File: config.mk
export PLATFORM = sky130hd
export DESIGN_NAME = sum_accumulator
export DESIGN_NICKNAME = d
export VERILOG_FILES = /design/src/rtl/sum_acc_pkg.sv /design/src/rtl/sum_acc_sat_add.sv /design/src/rtl/sum_accumulator.sv
export SDC_FILE = /design/constraint.sdc
export NUM_CORES = 1
export LEC_CHECK = 0
export ABC_AREA = 0
export CORE_MARGIN = 5
export CORE_UTILIZATION = 50
export CTS_CLUSTER_SIZE = 10
export DETAILED_ROUTE_END_ITERATION = 8
export GPL_TIMING_DRIVEN = 0
export PLACE_DENSITY_LB_ADDON = 0.3
export SYNTH_ARGS = -nofsm -noshare
export SYNTH_HDL_FRONTEND = slang
export SYNTH_HIERARCHICAL = 1
export SYNTH_SLANG_ARGS = --single-unit
File: constraint.sdc
create_clock -name clk -period 2.6 [get_ports clk]
set_clock_uncertainty 0.15 [all_clocks]
set_input_delay 0.52 -clock clk [delete_from_list [all_inputs] [get_ports clk]]
set_output_delay 0.52 -clock clk [all_outputs]
set_load 0.02 [all_outputs]
File: src/rtl/sum_acc_pkg.sv
// rtl/sum_acc_pkg.sv - shared state encoding and reset values for the sum accumulator
package sum_acc_pkg;

  typedef enum logic [1:0] {
    IDLE  = 2'd0,
    ACCUM = 2'd1,
    DRAIN = 2'd2
  } acc_state_t;

  localparam acc_state_t RESET_STATE = IDLE;
  localparam logic       RESET_VALID = 1'b0;
  localparam logic       RESET_OVF   = 1'b0;

endpackage

File: src/rtl/sum_acc_sat_add.sv
// rtl/sum_acc_sat_add.sv - unsigned W-bit add with carry-out flag and optional clamp to all-ones
module sum_acc_sat_add #(
  parameter int W        = 8,
  parameter bit SATURATE = 1'b1
) (
  input  logic [W-1:0] a,
  input  logic [W-1:0] b,
  output logic [W-1:0] sum,
  output logic         ovf
);

  logic [W:0] raw;

  assign raw = {1'b0, a} + {1'b0, b};

  always_comb begin
    ovf = raw[W];
    if (SATURATE && raw[W]) begin
      sum = '1;
    end else begin
      sum = raw[W-1:0];
    end
  end

endmodule

File: src/rtl/sum_accumulator.sv
// rtl/sum_accumulator.sv - accumulates one packet of adder sums and presents the total on a
// registered valid/ready output
module sum_accumulator
  import sum_acc_pkg::*;
#(
  parameter int DATA_W   = 2,
  parameter int ACC_W    = 8,
  parameter int CNT_W    = 6,
  parameter bit SATURATE = 1'b1
) (
  input  logic              clk,
  input  logic              rst_n,
  input  logic              in_valid,
  output logic              in_ready,
  input  logic [DATA_W-1:0] in_sum,
  input  logic              in_last,
  output logic              out_valid,
  input  logic              out_ready,
  output logic [ACC_W-1:0]  out_acc,
  output logic [CNT_W-1:0]  out_count,
  output logic              out_ovf
);

  acc_state_t state_q, state_d;

  logic [ACC_W-1:0] acc_q, acc_d, acc_sum, in_ext;
  logic [CNT_W-1:0] cnt_q, cnt_d, cnt_sum;
  logic             ovf_q, ovf_d, acc_ovf, cnt_ovf;
  logic             accept, rel, finish;

  assign accept = in_valid & in_ready;
  assign rel    = out_valid & out_ready;
  assign finish = accept & in_last;

  // Gate the operand so an unqualified in_sum never reaches the adder or registers
  assign in_ext = accept ? {{(ACC_W-DATA_W){1'b0}}, in_sum} : '0;

  sum_acc_sat_add #(.W(ACC_W), .SATURATE(SATURATE)) u_acc_add (
    .a   (acc_q),
    .b   (in_ext),
    .sum (acc_sum),
    .ovf (acc_ovf)
  );

  sum_acc_sat_add #(.W(CNT_W), .SATURATE(SATURATE)) u_cnt_add (
    .a   (cnt_q),
    .b   (CNT_W'(1)),
    .sum (cnt_sum),
    .ovf (cnt_ovf)
  );

  always_ff @(posedge clk or negedge rst_n) begin
    if (!rst_n) begin
      state_q <= RESET_STATE;
    end else begin
      state_q <= state_d;
    end
  end

  always_comb begin
    state_d = state_q;
    unique case (state_q)
      IDLE, ACCUM: if (accept) state_d = in_last ? DRAIN : ACCUM;
      DRAIN:       if (rel) state_d = IDLE;
      default:     state_d = IDLE;
    endcase
  end

  always_comb begin
    in_ready = (state_q != DRAIN);
  end

  // The first beat of a packet restarts the running totals instead of adding to them
  always_comb begin
    acc_d = acc_q;
    cnt_d = cnt_q;
    ovf_d = ovf_q;
    if (accept) begin
      if (state_q == IDLE) begin
        acc_d = in_ext;
        cnt_d = CNT_W'(1);
        ovf_d = 1'b0;
      end else begin
        acc_d = acc_sum;
        cnt_d = cnt_sum;
        ovf_d = ovf_q | acc_ovf | cnt_ovf;
      end
    end
  end

  always_ff @(posedge clk or negedge rst_n) begin
    if (!rst_n) begin
      acc_q <= '0;
      cnt_q <= '0;
      ovf_q <= RESET_OVF;
    end else begin
      acc_q <= acc_d;
      cnt_q <= cnt_d;
      ovf_q <= ovf_d;
    end
  end

  // Result registers keep their last packet after release; only reset clears them
  always_ff @(posedge clk or negedge rst_n) begin
    if (!rst_n) begin
      out_valid <= RESET_VALID;
      out_acc   <= '0;
      out_count <= '0;
      out_ovf   <= RESET_OVF;
    end else begin
      if (finish) begin
        out_valid <= 1'b1;
        out_acc   <= acc_d;
        out_count <= cnt_d;
        out_ovf   <= ovf_d;
      end else if (rel) begin
        out_valid <= 1'b0;
      end
    end
  end

endmodule

### Word-level counts from Yosys, hierarchy flattened

Index checks and enable logic that the tools add are counted.

| cells by class | value |
|---|---|
| add/sub/neg operators | 2 |
| equality and inequality tests | 5 |
| mux-type cells | 15 |
| bitwise logic cells | 5 |
| reduce and logical (&&, ||, !) cells | 4 |

Operators by type and width:

| cell | count |
|---|---|
| 8-bit two-way mux | 3 |
| 6-bit two-way mux | 3 |
| 8-bit by 2-bit adder with 9-bit output | 1 |
| 2-bit two-way mux | 4 |
| 6-bit by 1-bit adder with 7-bit output, second input constant | 1 |
| 2-bit != test, second input constant | 3 |
| 1-bit two-way mux | 4 |
| 2-bit one-hot mux with 2 select lines | 1 |
| 1-bit bitwise AND | 3 |
| 2-bit by 1-bit == test with 1-bit output, second input constant | 1 |
| 2-bit == test, second input constant | 1 |
| 2-bit zero test | 1 |
| 1-bit bitwise OR | 2 |
| 2-bit AND reduction | 1 |
| 2-bit nonzero test | 1 |
| 2-bit OR reduction | 1 |

| word-level totals | value |
|---|---|
| register bits after elaboration | 33 |
| input port bits | 7 |
| logic and storage cells | 39 |

### Logic depth before layout (Yosys ltp)

| depth | value |
|---|---|
| word-level depth | 8 |
| mapped depth | 11 |
| mapped depth without buffers | 11 |

### Cells and area by module

Netlist, hierarchy kept.

Modules (own cells, without submodules):

| module | instances | cells an instance | area each (µm²) | seq. area each (µm²) |
|---|---|---|---|---|
| sum_accumulator | 1 | 123 | 1410.1 | 825.8 |
| sum_acc_sat_add (u_acc_add) | 1 | 49 | 387.9 | 0.0 |
| sum_acc_sat_add (u_cnt_add) | 1 | 38 | 290.3 | 0.0 |

### Least setup slack after synthesis

OpenSTA, ideal clock, no wires.

| timing path | value |
|---|---|
| path type | register to register |
| start point | register state_q[0] |
| end point | register out_acc[1] |
| arrival time | 2.588 ns |
| setup slack | -0.263 ns |
| stages on the path, launching flop included | 11 |
| path buffers | 0 |
| clock period less this slack | 2.863 ns |
| path through | dfrtp_1 -> nand2b_2 -> and3_1 -> ha_1 -> fa_1 -> a21oi_1 -> o211a_1 -> o21a_4 -> nand2b_2 -> mux2_4 -> mux2_4 |

| on the way | value |
|---|---|
| word-level cells in the longest chain between the ends | 7 |
| elaborated cells between the ends (all ways) | 9 |

RTL lines:

| item | line | source |
|---|---|---|
| from (decl) | sum_accumulator.sv:24 | `acc_state_t state_q, state_d;` |
| from (signal assigned) | sum_accumulator.sv:56 | `state_q <= state_d;` |
| 2-bit != test | sum_accumulator.sv:70 | `in_ready = (state_q != DRAIN);` |
| net in_ready | sum_accumulator.sv:14 | `output logic in_ready,` |
| 1-bit bitwise AND | sum_accumulator.sv:31 | `assign accept = in_valid & in_ready;` |
| 2-bit two-way mux | sum_accumulator.sv:36 | `assign in_ext = accept ? {{(ACC_W-DATA_W){1'b0}}, in_sum} : '0;` |
| net in_ext[0] | sum_accumulator.sv:26 | `logic [ACC_W-1:0] acc_q, acc_d, acc_sum, in_ext;` |
| 8-bit by 2-bit adder with 9-bit output | sum_acc_sat_add.sv:14 | `assign raw = {1'b0, a} + {1'b0, b};` |
| 8-bit two-way mux | sum_acc_sat_add.sv:18 | `if (SATURATE && raw[W]) begin` |
| net acc_sum[1] | sum_accumulator.sv:26 |  |
| 8-bit two-way mux | sum_accumulator.sv:79 | `if (state_q == IDLE) begin` |
| 8-bit two-way mux | sum_accumulator.sv:78 | `if (accept) begin` |
| to (signal assigned) | sum_accumulator.sv:107 | `out_acc <= '0;` |
| to (signal assigned) | sum_accumulator.sv:113 | `out_acc <= acc_d;` |
| to (decl) | sum_accumulator.sv:19 | `output logic [ACC_W-1:0] out_acc,` |

The timed path passes the listed nets, and every way through them passes these cells.
A chain may end at the register's enable or synchronous reset.

### Worst setup path in the final report

| timing path | value |
|---|---|
| start point | register state_q[0] |
| end point | register out_acc[1] |

| on the way | value |
|---|---|
| word-level cells in the longest chain between the ends | 7 |
| elaborated cells between the ends (all ways) | 9 |

RTL lines:

| item | line |
|---|---|
| 2-bit != test | sum_accumulator.sv:70 |
| 1-bit bitwise AND | sum_accumulator.sv:31 |
| 2-bit two-way mux | sum_accumulator.sv:36 |
| net in_ext[0] | sum_accumulator.sv:26 |
| 8-bit by 2-bit adder with 9-bit output | sum_acc_sat_add.sv:14 |
| 8-bit two-way mux | sum_acc_sat_add.sv:18 |
| net acc_sum[1] | sum_accumulator.sv:26 |
| 8-bit two-way mux | sum_accumulator.sv:79 |
| 8-bit two-way mux | sum_accumulator.sv:78 |

The timed path passes the listed nets, and every way through them passes these cells.

==> reports/results.txt <==
Max-Slew Margin vs Limit - 51.2%
Synth Instances - 210
startpoint types - register
All-Layer GR Usage - 17.8%
crit path time final - 2590 ps
Residual DRC - 0
Hold WC Path Type - primary input to async pin
multi-input logic area - 1220 µm²
Crit Path Max Fanout - 4
core box area - 4030 µm²
gr ovfl total - 0
Starting Density - 51.8%
# Max-Cap Violations - 0
drt total wl - 4460 µm
synthesized area - 2090 µm²
Worst EP required - 2620 ps
dpl cell area - 2470 µm²
num rows - 23
Cell variety after synth - 49
FILL cells - 344
Crit. End Element - register
clk root buf - clkbuf_8
Setup Viol. Count Final - 0
ant diodes - 0
hold_ws - 141 ps
fmax - 386 MHz
first-pass GRT wire length - 7690 µm
RSZ-0062 raised after global routing - true
H-tree depth - 2
height of the die - 74.6 µm
die area - 5570 µm²
initial antenna violation count - 0
Post-DRT Antenna Nets - 0
DP Wirelength - 3270 µm
DR vias - 1655
first drt pass iteration count - 4
share of layout cells above drive strength 1 - 18.6%
die width - 74.6 µm
TritonCTS Buffers - 5
Clk Latency, worst-skew pair - 280 ps
worst-margin pin slew - 732 ps
CTS Sinks - 33
Syn Area/Cell - 9.94 µm²
nets - 280
FF+latch area - 827 µm²
final hold violations - 0
IO Pins - 24
EDFF count, synth - 0
P_leak - 1.26 nW
#FFs+latches synth - 33
Layout Utilization - 65.0%
Main synth FF type - dfrtp_1
Max clock buf depth - 2
vias in the first global route - 1701
Port Buffers - 23
power per standard cell area - 1170 nW/µm²
WL per Instance - 14.5 µm
worst slack, placed - -757 ps
peak supply drop - 0.000640 V
vias per cell - 5.37
Area growth syn-to-layout - 25.3%
Syn. warnings - 6
post-layout worst setup margin - 12.3 ps
fin crit share - 99.5%
Clock transition at path regs - 70 ps
Async SR Flop Fraction - 100%
sequential share of the synthesized area - 39.5%
drt initial violations - 94
beginning of the critical path - state_q[0]
pin count of the biggest net entering global routing - 34
CTS tree - yes
CP Data Arrival Time - 2610 ps
status - completed
Design Area, Final - 2620 µm²
Max Slew Vio Count - 0
Setup CP Type - register to register
reg-to-reg startpoint - state_q[0]
Final Wtd Congestion - 0.797
[synthesized netlist by cell type (3+ instances only)]
| library cell | n | area share [%] |
|---|---|---|
| o21ai_0 | 15 | 3.6 |
| and3_1 | 3 | 0.90 |
| dfrtp_1 | 33 | 40 |
| ha_1 | 14 | 8.4 |
| o2bb2ai_1 | 3 | 1.3 |
| nand4_1 | 13 | 3.9 |
| a21o_1 | 5 | 1.8 |
| a22o_1 | 11 | 4.6 |
| inv_1 | 21 | 3.8 |
| a22oi_1 | 3 | 1.1 |
| xor2_1 | 5 | 2.1 |
| nand3_1 | 3 | 0.72 |
| a21oi_1 | 10 | 2.4 |
| nand2_1 | 12 | 2.2 |
| nand2b_2 | 3 | 1.3 |
| clkbuf_1 | 3 | 0.54 |
| mux2_4 | 4 | 2.9 |
| nor2_1 | 8 | 1.4 |
[final timing paths]
| kind | end | slack [ps] | depth (start not counted) |
|---|---|---|---|
| worst max-delay path | out_acc[1] | 10 | 10 |
| worst min-delay path | out_ovf | 140 | 1 |
| worst max register to register | out_acc[1] | 10 | 10 |
| worst min register to register | out_count[0] | 340 | 1 |
| max in group asynchronous | state_q[1] | 1660 | 1 |
| min in group clk | out_count[0] | 340 | 1 |
[area by class of cell]
class | instances | share of cell area, %
multi-input cells | 159 | 46.7
flip-flops and latches | 33 | 31.6
repair buffers | 29 | 10.0
clock buffers | 7 | 3.68
inverters | 21 | 3.01
plain buffers | 8 | 2.44
well taps | 50 | 2.39
clock inverters | 1 | 0.191
[sequential cells by signal, summed over array words and instances, names as in the netlist]
name,cells
acc_q,8
out_acc,8
ovf_q,1
out_count,6
out_ovf,1
out_valid,1
cnt_q,6
state_q,2
[cell usage in the layout, fill, tap and decap left out, types with 3 or more instances in the layout]
master            n
o2bb2ai_1         3
inv_1            21
ha_1             13
nand2_1          12
nor2_1            8
buf_4             8
nand4_1          13
a22o_1           11
dfrtp_1          32
mux2_4            4
clkbuf_1          3
a21oi_1           9
a21oi_2           3
nand2b_4          3
conb_1           13
a21o_1            5
nand3_1           3
clkdlybuf4s50_1  19
a22oi_1           3
o21ai_0          14
xor2_1            5
clkbuf_8          7
[report_power, final]
group / total [W] / internal (W) / switching [W]
clock: 0.000418 / 0.000239 / 0.000179
sequential: 0.000884 / 0.000737 / 0.000147
combinational: 0.00176 / 0.000852 / 0.000908
[per-stage QoR]
stage	total power (W)	setup TNS [ps]	instances
after CTS	0.00304	0	307
after floorplan	0.00208	-136	221
after global placement	0.00253	-9640	294
after detailed placement	0.00257	-9540	294
after global routing	0.00331	-141	308
final	0.00306	0	308
[routing by layer]
layer | track usage (%) | vias to the layer above | share of wire, %
li1 | - | 839 | -
met1 | 23.4 | 776 | 47
met2 | 30.5 | 36 | 48
met3 | 3.87 | 4 | 4.4
met4 | 3.75 | 0 | 0.52
met5 | 0 | - | 0
[critical path: stages, from the launching register on]
cell	delay [ps]
dfrtp_1	380
nand2b_4	150
and3_4	170
ha_4	160
fa_2	350
a21oi_2	170
o211a_1	190
o21a_4	190
nand2b_4	60
mux2_4	260
mux2_4	250
[cell families (layout without fill, tap and decap cells)]
group / count (synthesis) / count (layout) / synth area share [%]
AOI/OAI and AO/OA: 62 / 62 / 21.4
DFF: 33 / 33 / 39.5
and+or+nand+nor: 57 / 57 / 16.1
adders and majority gates: 16 / 16 / 10.3
buffers and inverters: 29 / 66 / 6.35
other: 2 / 13 / 0.360
muxes: 5 / 5 / 3.36
xor gates and xnor gates: 6 / 6 / 2.52
[timing repair]
action                                  CTS  global route
endpoints found under the setup margin   18            12
hold buffers                              0             0
setup buffers                             5             1
pin swaps                                 5             4
resized for setup                         8             2
Note: power is estimated with default switching activity, not from simulation.
